File: config.mk
export PLATFORM = sky130hd
export DESIGN_NAME = cfg_frame_ctrl
export DESIGN_NICKNAME = d
export VERILOG_FILES = /design/src/rtl/cfg_frame_ctrl.sv
export SDC_FILE = /design/constraint.sdc
export NUM_CORES = 1
export LEC_CHECK = 0
export ABC_AREA = 1
export CELL_PAD_IN_SITES_DETAIL_PLACEMENT = 0
export CELL_PAD_IN_SITES_GLOBAL_PLACEMENT = 1
export CORE_MARGIN = 8
export CORE_UTILIZATION = 34
export DETAILED_ROUTE_END_ITERATION = 8
export GPL_TIMING_DRIVEN = 0
export PLACE_DENSITY = 0.77
export SYNTH_ARGS = -nofsm -noshare
export SYNTH_HDL_FRONTEND = slang
export SYNTH_SLANG_ARGS = --single-unit
File: constraint.sdc
create_clock -name clk -period 2 [get_ports clk]
set_clock_uncertainty 0.15 [all_clocks]
set_input_delay 0.2 -clock clk [delete_from_list [all_inputs] [get_ports clk]]
set_output_delay 0.2 -clock clk [all_outputs]
set_load 0.01 [all_outputs]
File: src/rtl/cfg_frame_ctrl.sv
// Byte-stream config parser: {addr, data[DATA_BYTES]} frames into a register bank plus a
// delayed config_en start pulse. Define CFG_CHECKSUM_EN for a trailing checksum byte.
module cfg_frame_ctrl #(
    parameter int DATA_BYTES = 1,
    parameter int NUM_REGS   = 4,
    parameter int TIMEOUT    = 1000,
    parameter int START_DLY  = 10
) (
    input  logic                             clk,
    input  logic                             rst_n,
    input  logic [7:0]                       din,
    input  logic                             din_vld,
    output logic [NUM_REGS*8*DATA_BYTES-1:0] reg_bus,
    output logic [NUM_REGS-1:0]              wr_pulse,
    output logic                             config_en,
    output logic                             frame_err
);

    localparam int DW  = 8 * DATA_BYTES;
    localparam int BCW = (DATA_BYTES > 1) ? $clog2(DATA_BYTES) : 1;
    localparam int TCW = $clog2(TIMEOUT);
    localparam int DCW = (START_DLY > 1) ? $clog2(START_DLY) : 1;

    typedef enum logic [1:0] {
        S_ADDR,
`ifdef CFG_CHECKSUM_EN
        S_CSUM,
`endif
        S_DATA
    } state_t;

    state_t          state_q, state_d;
    logic [7:0]      addr_q;
    logic [DW-1:0]   data_q, data_next, commit_data;
    logic [BCW-1:0]  byte_cnt_q;
    logic [TCW-1:0]  idle_q;
    logic [DCW-1:0]  dly_cnt_q;
    logic            dly_arm_q;
    logic [DW-1:0]   regs_q [NUM_REGS];
    logic            frame_done, timeout, start_cmd, csum_bad;
`ifdef CFG_CHECKSUM_EN
    logic [7:0]      csum_q;
`endif

    assign data_next = DW'({data_q, din});
    assign timeout   = (state_q != S_ADDR) && !din_vld && (idle_q == TCW'(TIMEOUT - 1));
    assign start_cmd = frame_done && (addr_q == 8'h01) && (commit_data == DW'(1));

    always_comb begin
        state_d    = state_q;
        frame_done = 1'b0;
        csum_bad   = 1'b0;
`ifdef CFG_CHECKSUM_EN
        commit_data = data_q;
`else
        commit_data = data_next;
`endif
        unique case (state_q)
            S_ADDR: if (din_vld) state_d = S_DATA;
            S_DATA: begin
                if (din_vld) begin
                    if (byte_cnt_q == BCW'(DATA_BYTES - 1)) begin
`ifdef CFG_CHECKSUM_EN
                        state_d = S_CSUM;
`else
                        state_d    = S_ADDR;
                        frame_done = 1'b1;
`endif
                    end
                end else if (timeout) begin
                    state_d = S_ADDR;
                end
            end
`ifdef CFG_CHECKSUM_EN
            S_CSUM: begin
                if (din_vld) begin
                    state_d    = S_ADDR;
                    frame_done = (din == csum_q);
                    csum_bad   = (din != csum_q);
                end else if (timeout) begin
                    state_d = S_ADDR;
                end
            end
`endif
            default: state_d = S_ADDR;
        endcase
    end

    always_ff @(posedge clk or negedge rst_n) begin
        if (!rst_n) begin
            state_q    <= S_ADDR;
            addr_q     <= '0;
            data_q     <= '0;
            byte_cnt_q <= '0;
            idle_q     <= '0;
`ifdef CFG_CHECKSUM_EN
            csum_q     <= '0;
`endif
        end else begin
            state_q <= state_d;
            if (din_vld || state_q == S_ADDR || timeout)
                idle_q <= '0;
            else
                idle_q <= idle_q + TCW'(1);
            if (din_vld && state_q == S_ADDR) begin
                addr_q     <= din;
                byte_cnt_q <= '0;
`ifdef CFG_CHECKSUM_EN
                csum_q     <= din;
`endif
            end
            if (din_vld && state_q == S_DATA) begin
                data_q     <= data_next;
                byte_cnt_q <= byte_cnt_q + BCW'(1);
`ifdef CFG_CHECKSUM_EN
                csum_q     <= csum_q + din;
`endif
            end
        end
    end

    always_ff @(posedge clk or negedge rst_n) begin
        if (!rst_n) begin
            for (int unsigned i = 0; i < NUM_REGS; i++) regs_q[i] <= '0;
            wr_pulse  <= '0;
            frame_err <= 1'b0;
        end else begin
            wr_pulse  <= '0;
            frame_err <= timeout || csum_bad;
            for (int unsigned i = 0; i < NUM_REGS; i++) begin
                if (frame_done && addr_q == 8'(2 + i)) begin
                    regs_q[i]   <= commit_data;
                    wr_pulse[i] <= 1'b1;
                end
            end
        end
    end

    // A fresh start command always reloads, so a pending pulse is pushed out rather than doubled.
    always_ff @(posedge clk or negedge rst_n) begin
        if (!rst_n) begin
            dly_cnt_q <= '0;
            dly_arm_q <= 1'b0;
            config_en <= 1'b0;
        end else begin
            config_en <= 1'b0;
            if (start_cmd) begin
                if (START_DLY == 1) begin
                    config_en <= 1'b1;
                    dly_arm_q <= 1'b0;
                end else begin
                    dly_cnt_q <= DCW'(START_DLY - 1);
                    dly_arm_q <= 1'b1;
                end
            end else if (dly_arm_q) begin
                if (dly_cnt_q == DCW'(1)) begin
                    config_en <= 1'b1;
                    dly_arm_q <= 1'b0;
                end
                dly_cnt_q <= dly_cnt_q - DCW'(1);
            end
        end
    end

    always_comb begin
        reg_bus = '0;
        for (int unsigned i = 0; i < NUM_REGS; i++) reg_bus[i*DW +: DW] = regs_q[i];
    end

endmodule
Word-level counts from Yosys, hierarchy flattened
Index checks and enable logic that the tools add are counted.
{"block": "word_totals", "word_cells": 69, "register_bits": 64, "inputBits": 11, "out_inout_bits": 38}
{"block": "op_classes", "n_addsub": 3, "n_eq_ne": 12, "reduce_logical": 18, "mux": 23}
{"cell": "$eq 8x1->1 const B", "n": 2}
{"cell": "$eq 8x2->1 const B", "n": 2}
{"cell": "$eq 8x3->1 const B", "n": 2}
{"cell": "$mux 1", "n": 15}
{"cell": "$add 10x1->10 const B", "n": 1}
{"cell": "$eq 10x10->1 const B", "n": 1}
{"cell": "$logic_and 1x1->1", "n": 10}
{"cell": "$mux 10", "n": 1}
{"cell": "$mux 2", "n": 4}
{"cell": "$mux 4", "n": 2}
{"cell": "$ne 3x3->1 const B", "n": 2}
{"cell": "$reduce_bool 2->1", "n": 3}
{"cell": "$eq 4x1->1 const B", "n": 1}
{"cell": "$pmux 2 s2", "n": 1}
{"cell": "$sub 4x1->4 const B", "n": 1}
{"cell": "$reduce_and 3->1", "n": 1}
{"cell": "$eq 2x1->1 const B", "n": 1}
{"cell": "$logic_not 2->1", "n": 1}
{"cell": "$logic_or 1x1->1", "n": 2}
{"cell": "$ne 2x2->1 const B", "n": 1}
{"cell": "$add 1x1->1 const B", "n": 1}
{"cell": "$logic_not 1->1", "n": 1}

Depth between registers and ports, before layout
Gate-level depths: netlist of the first run.
{"block": "logic_depth", "ltp_word": 6, "ltp_mapped": 8, "ltp_nobuf": 8}

Worst setup path after synthesis of the first run
OpenSTA, ideal clock, no wires.
{"block": "synth_timing", "path_kind": "register to register", "start": "reg idle_q[0]", "end": "reg idle_q[5]", "t_arrival_ps": 1150, "period_less_slack_ps": 1432, "slack_ps": 568, "path_stages_with_launch": 7, "setup_ps": 133, "n_path_buf": 0, "t_required_ps": 1717, "path_cell_list": "dfrtp_1 > ha_1 > nand2_1 > inv_1 > nand3_1 > o21ai_2 > nor2_1"}
{"block": "synth_between", "elab_chain_len": 4, "word_cells_on_any_way": 5, "cone_classes": "add/sub (1); eq/ne (1); mux (1); reduce/logical (2)"}
{"element": "start: declaration", "line": "36", "source": "logic [TCW-1:0] idle_q;"}
{"element": "start signal: assignment", "line": "104", "source": "idle_q <= idle_q + TCW'(1);"}
{"element": "branches (longest 3 deep; another with $add 10x1->10)"}
{"element": "$mux 10 (*)", "line": "101", "source": "if (din_vld || state_q == S_ADDR || timeout)"}
Mark *: on every way between the ends.
A chain may end at the register's enable or synchronous reset.

Final worst setup path of the first run
{"block": "layout_timing", "start": "reg idle_q[0]", "end": "reg state_q[0]"}
{"block": "layout_between", "elab_chain_len": 4}
{"element": "$eq 10x10->1", "line": "46", "source": "assign timeout = (state_q != S_ADDR) && !din_vld && (idle_q == TCW'(TIMEOUT - 1));"}
{"element": "$logic_and 1x1->1", "line": "46"}
{"element": "$ne 3x3->1 (no source line)"}
{"element": "$reduce_and 3->1 (no source line)"}
{"element": "end signal: assignment", "line": "100", "source": "state_q <= state_d;"}
{"element": "end: declaration", "line": "32", "source": "state_t state_q, state_d;"}
No other way between the ends.

==> results summary, run 1 <==
The flow ran to the end, and the final reports show no timing, DRC or antenna violations. Following the worst setup path forward leads to its endpoint at state_q[0]$_DFFE_PN0P_. The TritonCTS sink count is 63. The number of max-slew violations in the final report was 0. The first global-routing pass estimated 10.8 mm of wire. The peak supply drop is 0.551 mV. The library cell used most frequently in the layout, excluding fill and tap cells, is nand2_1. Synthesis inferred 63 register bits.

The die outline width came out at 105 µm. The clock latency of the later-clocked register in the worst-skew pair came out at 0.34 ns. The number of endpoints with negative hold slack in the final report is 0. The initial detailed-routing violation count is 99. At the worst endpoint, the required time is 2.06 ns. The die footprint came out at approximately 11000 µm². The number of levels in the clock H-tree is 3.

The overall die height is 105 µm. Summing all placed instances gives a cell area of 3310 µm². The average detailed-routed wire length per instance is 13.4 µm. The number of clock buffers inserted by TritonCTS came out at 9.

The global-route congestion overflow total is 0. Counting distinct cell types in the post-synthesis netlist gives 21. When the netlist entered floorplanning its net count stood at approximately 320. The tightest min-delay check is of the input port to flop type. The power per standard cell area came out at between 1000 and 1500 nW/µm².

The setup slack of the most critical reg-to-reg path is between 0.2 and 0.3 ns. The most critical setup path has its startpoint at idle_q[0]$_DFF_PN0_. The critical path is of the flop to flop type. The routed layout has 2128 vias.

The wire length after detailed routing is 6.29 mm. The global routing usage summed across all routing layers is 12.1%. In this run the remaining antenna-violating nets after routing total 0. The hold-critical path depth is 3. The number of global-route vias before repair came to 2224. The endpoint arrival time on the critical path is roughly 1.8 ns. In the routed layout, each cell is associated on average with a via count of around 4.5. The number of filler cells placed in the layout is 767. In this run the static leakage power is 1.70 nW.

The count of instances resized after the clock tree is built came out at 0. The initial core utilization came out at approximately a third. STA classifies the critical path endpoint as a flop. The post-route clock period utilization came out at 86.0%. The completed layout was analyzed and its total power is 3.57 mW. The number of cells on the worst reg-to-reg path is 6. The remaining routing DRC violations came out at 0. In this run the core area contains 32 standard-cell rows. The summed instance area of the synthesized netlist came out at between 2000 and 3000 µm². The largest net degree at the start of global routing came out at 64. The worst register-to-register path ends at state_q[0]$_DFFE_PN0P_. The post-synthesis average cell area came out at ~9 µm².

The cell sitting at the root of the clock tree is a clkbuf_8. The post-route netlist has 9.78% of its cells at a drive strength greater than 1. The iteration count of the initial detailed-routing pass is 4. The clock-pin slew reported for the worst setup and hold paths after clock tree synthesis came out at ~0.070 ns. Post-CTS timing repair inserted 0 buffers for setup.

The count of endpoints failing setup in the final report came out at 0. After synthesis, the cell types taking the most area are dfrtp_1 (58%), nand2_1 (13%), inv_1 (5.5%), nor2_1 (4.4%), o21ai_1 (3.0%). In this run the worst path has a maximum fanout of 10. The final critical-path required period is 1.72 ns. The post-route non-filler standard cell count is 470.

In this run the deepest clock path goes through 2 buffers. The sequential area share after synthesis came out at 58.2%. The I/O pin count is 49. The total negative setup slack is 0 ns. Setup repair after global routing left no endpoint under its margin. The initial antenna violation count is 0. The upper clock frequency limit is 582 MHz. The synthesized netlist cell count is 303. The count of maximum capacitance violations came out at 0. The core area is 7730 µm². The HPWL after detailed placement is 4.39 mm. Relative to the synthesized area, the layout overhead comes to 30.0%. The largest area contributor in the netlist is dfrtp_1. The congestion estimate from routability-driven global placement came to 0.746. The library cells used most frequently in the layout, excluding fill and tap cells, are nand2_1 (92), dfrtp_1 (63), clkdlybuf4s50_1 (47), inv_1 (40), nor2_1 (32). The cell count after placement came out at around 450.

The count of synthesis-stage warnings from yosys is 0. The worst slew margin relative to its limit came out at a little under half. The startpoint class of the critical path is a flop. The total of buffers placed on input and output ports came out at 48. In this run the critical register-to-register path is launched from idle_q[0]$_DFF_PN0_.

The antenna diode count came out at 0. The TritonCTS clock tree is yes. The transition time at the pin with the least slew margin is around 0.80 ns. The finished cells cover 3520 µm². The layout net count is 377. Summed over its instances, the top area cell type makes up between 50% and 60% of the synthesized netlist area.
-- worst min-delay path by stage --
stage | start | to | slack [ns]
after CTS | din[5] | reg_bus[29]$_DFFE_PN0P_ | 0.26
after detailed placement | rst_n | reg_bus[24]$_DFFE_PN0P_ | 0.20
final | din[5] | reg_bus[29]$_DFFE_PN0P_ | 0.28
after floorplan | rst_n | addr_q[0]$_DFFE_PN0P_ | -0.25
after global placement | reg_bus[29]$_DFFE_PN0P_ | reg_bus[29]$_DFFE_PN0P_ | 0.31
after global routing | din[4] | reg_bus[28]$_DFFE_PN0P_ | 0.29
-- cells in the mapped netlist --
cell / number
nor3_4: 1
dfrtp_1: 63
clkbuf_1: 1
inv_1: 40
o21ai_1: 16
nor2_1: 32
nand4_1: 2
o21bai_1: 1
nand2_4: 1
o21ai_0: 13
nand2_2: 3
nor3_1: 5
nand2_1: 92
nor4_1: 1
o21ai_2: 9
nor2_4: 1
xor2_1: 4
ha_1: 3
nand3_1: 11
nand3_4: 1
buf_6: 3
-- per-stage QoR --
step                utilization [%]  setup WS, ns  hold WS [ns]
floorplan                         -         0.568        -0.246
global placement               42.9         -1.56         0.313
detailed placement             42.9         0.130         0.200
CTS                            45.6         0.248         0.259
global route                   45.6        0.0991         0.286
finish                         45.6         0.280         0.277
-- worst max-delay path, cell delays in order, from the launching register on --
cell and delay, ns:
dfrtp_1 0.43, ha_1 0.21, nand2_1 0.09, inv_1 0.10
nand3_1 0.12, o21ai_2 0.39, nand2_1 0.10
-- routing by layer --
layer	share of wire [%]	GRT usage [%]
met1	46	14.5
met2	44	18.6
met3	7.9	5.36
met5	0	0
met4	1.4	5.20
-- state kept, by name, indices dropped and copies added (netlist names) --
register / cells
byte_cnt_q: 1
dly_cnt_q: 4
state_q: 1
wr_pulse: 4
idle_q: 10
frame_err: 1
dly_arm_q: 1
reg_bus: 32
addr_q: 8
config_en: 1
-- kinds of logic after synthesis --
logic type | count (synthesis) | share of synthesized area (%)
compound gates | 39 | 8.55
xor+xnor | 4 | 1.29
fa+ha+maj | 3 | 1.39
buf+inv | 44 | 6.93
flops | 63 | 58.2
simple gates | 150 | 23.6
-- final cells by class --
class / count / area (µm²) / area share (%)
Timing Repair Buffer: 49 / 488 / 13.9
Sequential cell: 63 / 1580 / 44.8
Tap cell: 102 / 128 / 3.62
Multi-Input combinational cell: 196 / 943 / 26.8
Clock inverter: 7 / 73.8 / 2.10
Buffer: 4 / 37.5 / 1.07
Clock buffer: 9 / 124 / 3.52
Inverter: 40 / 150 / 4.26
-- report_power, final --
group          switching, mW  total [mW]  internal (mW)  leakage, nW
clock network          0.529        1.10          0.574       0.0875
logic                  0.421       0.830          0.409        0.757
registers              0.140        1.63           1.49        0.855
total                   1.09        3.57           2.48         1.70
-- repair_timing --
action / 4_1_cts / 5_1_grt
hold endpoints to repair: 63 / 0
hold buffers: 1 / 0
endpoints found under the setup margin: 0 / 0
Power figures use the tool's default switching activity.
==> inputs of run 2 (changes only) <==
Settings changed: CAP_MARGIN set to 15.
==> results of run 2 <==
Same layout as run 1: the final DEF is identical, and so are final timing and power.
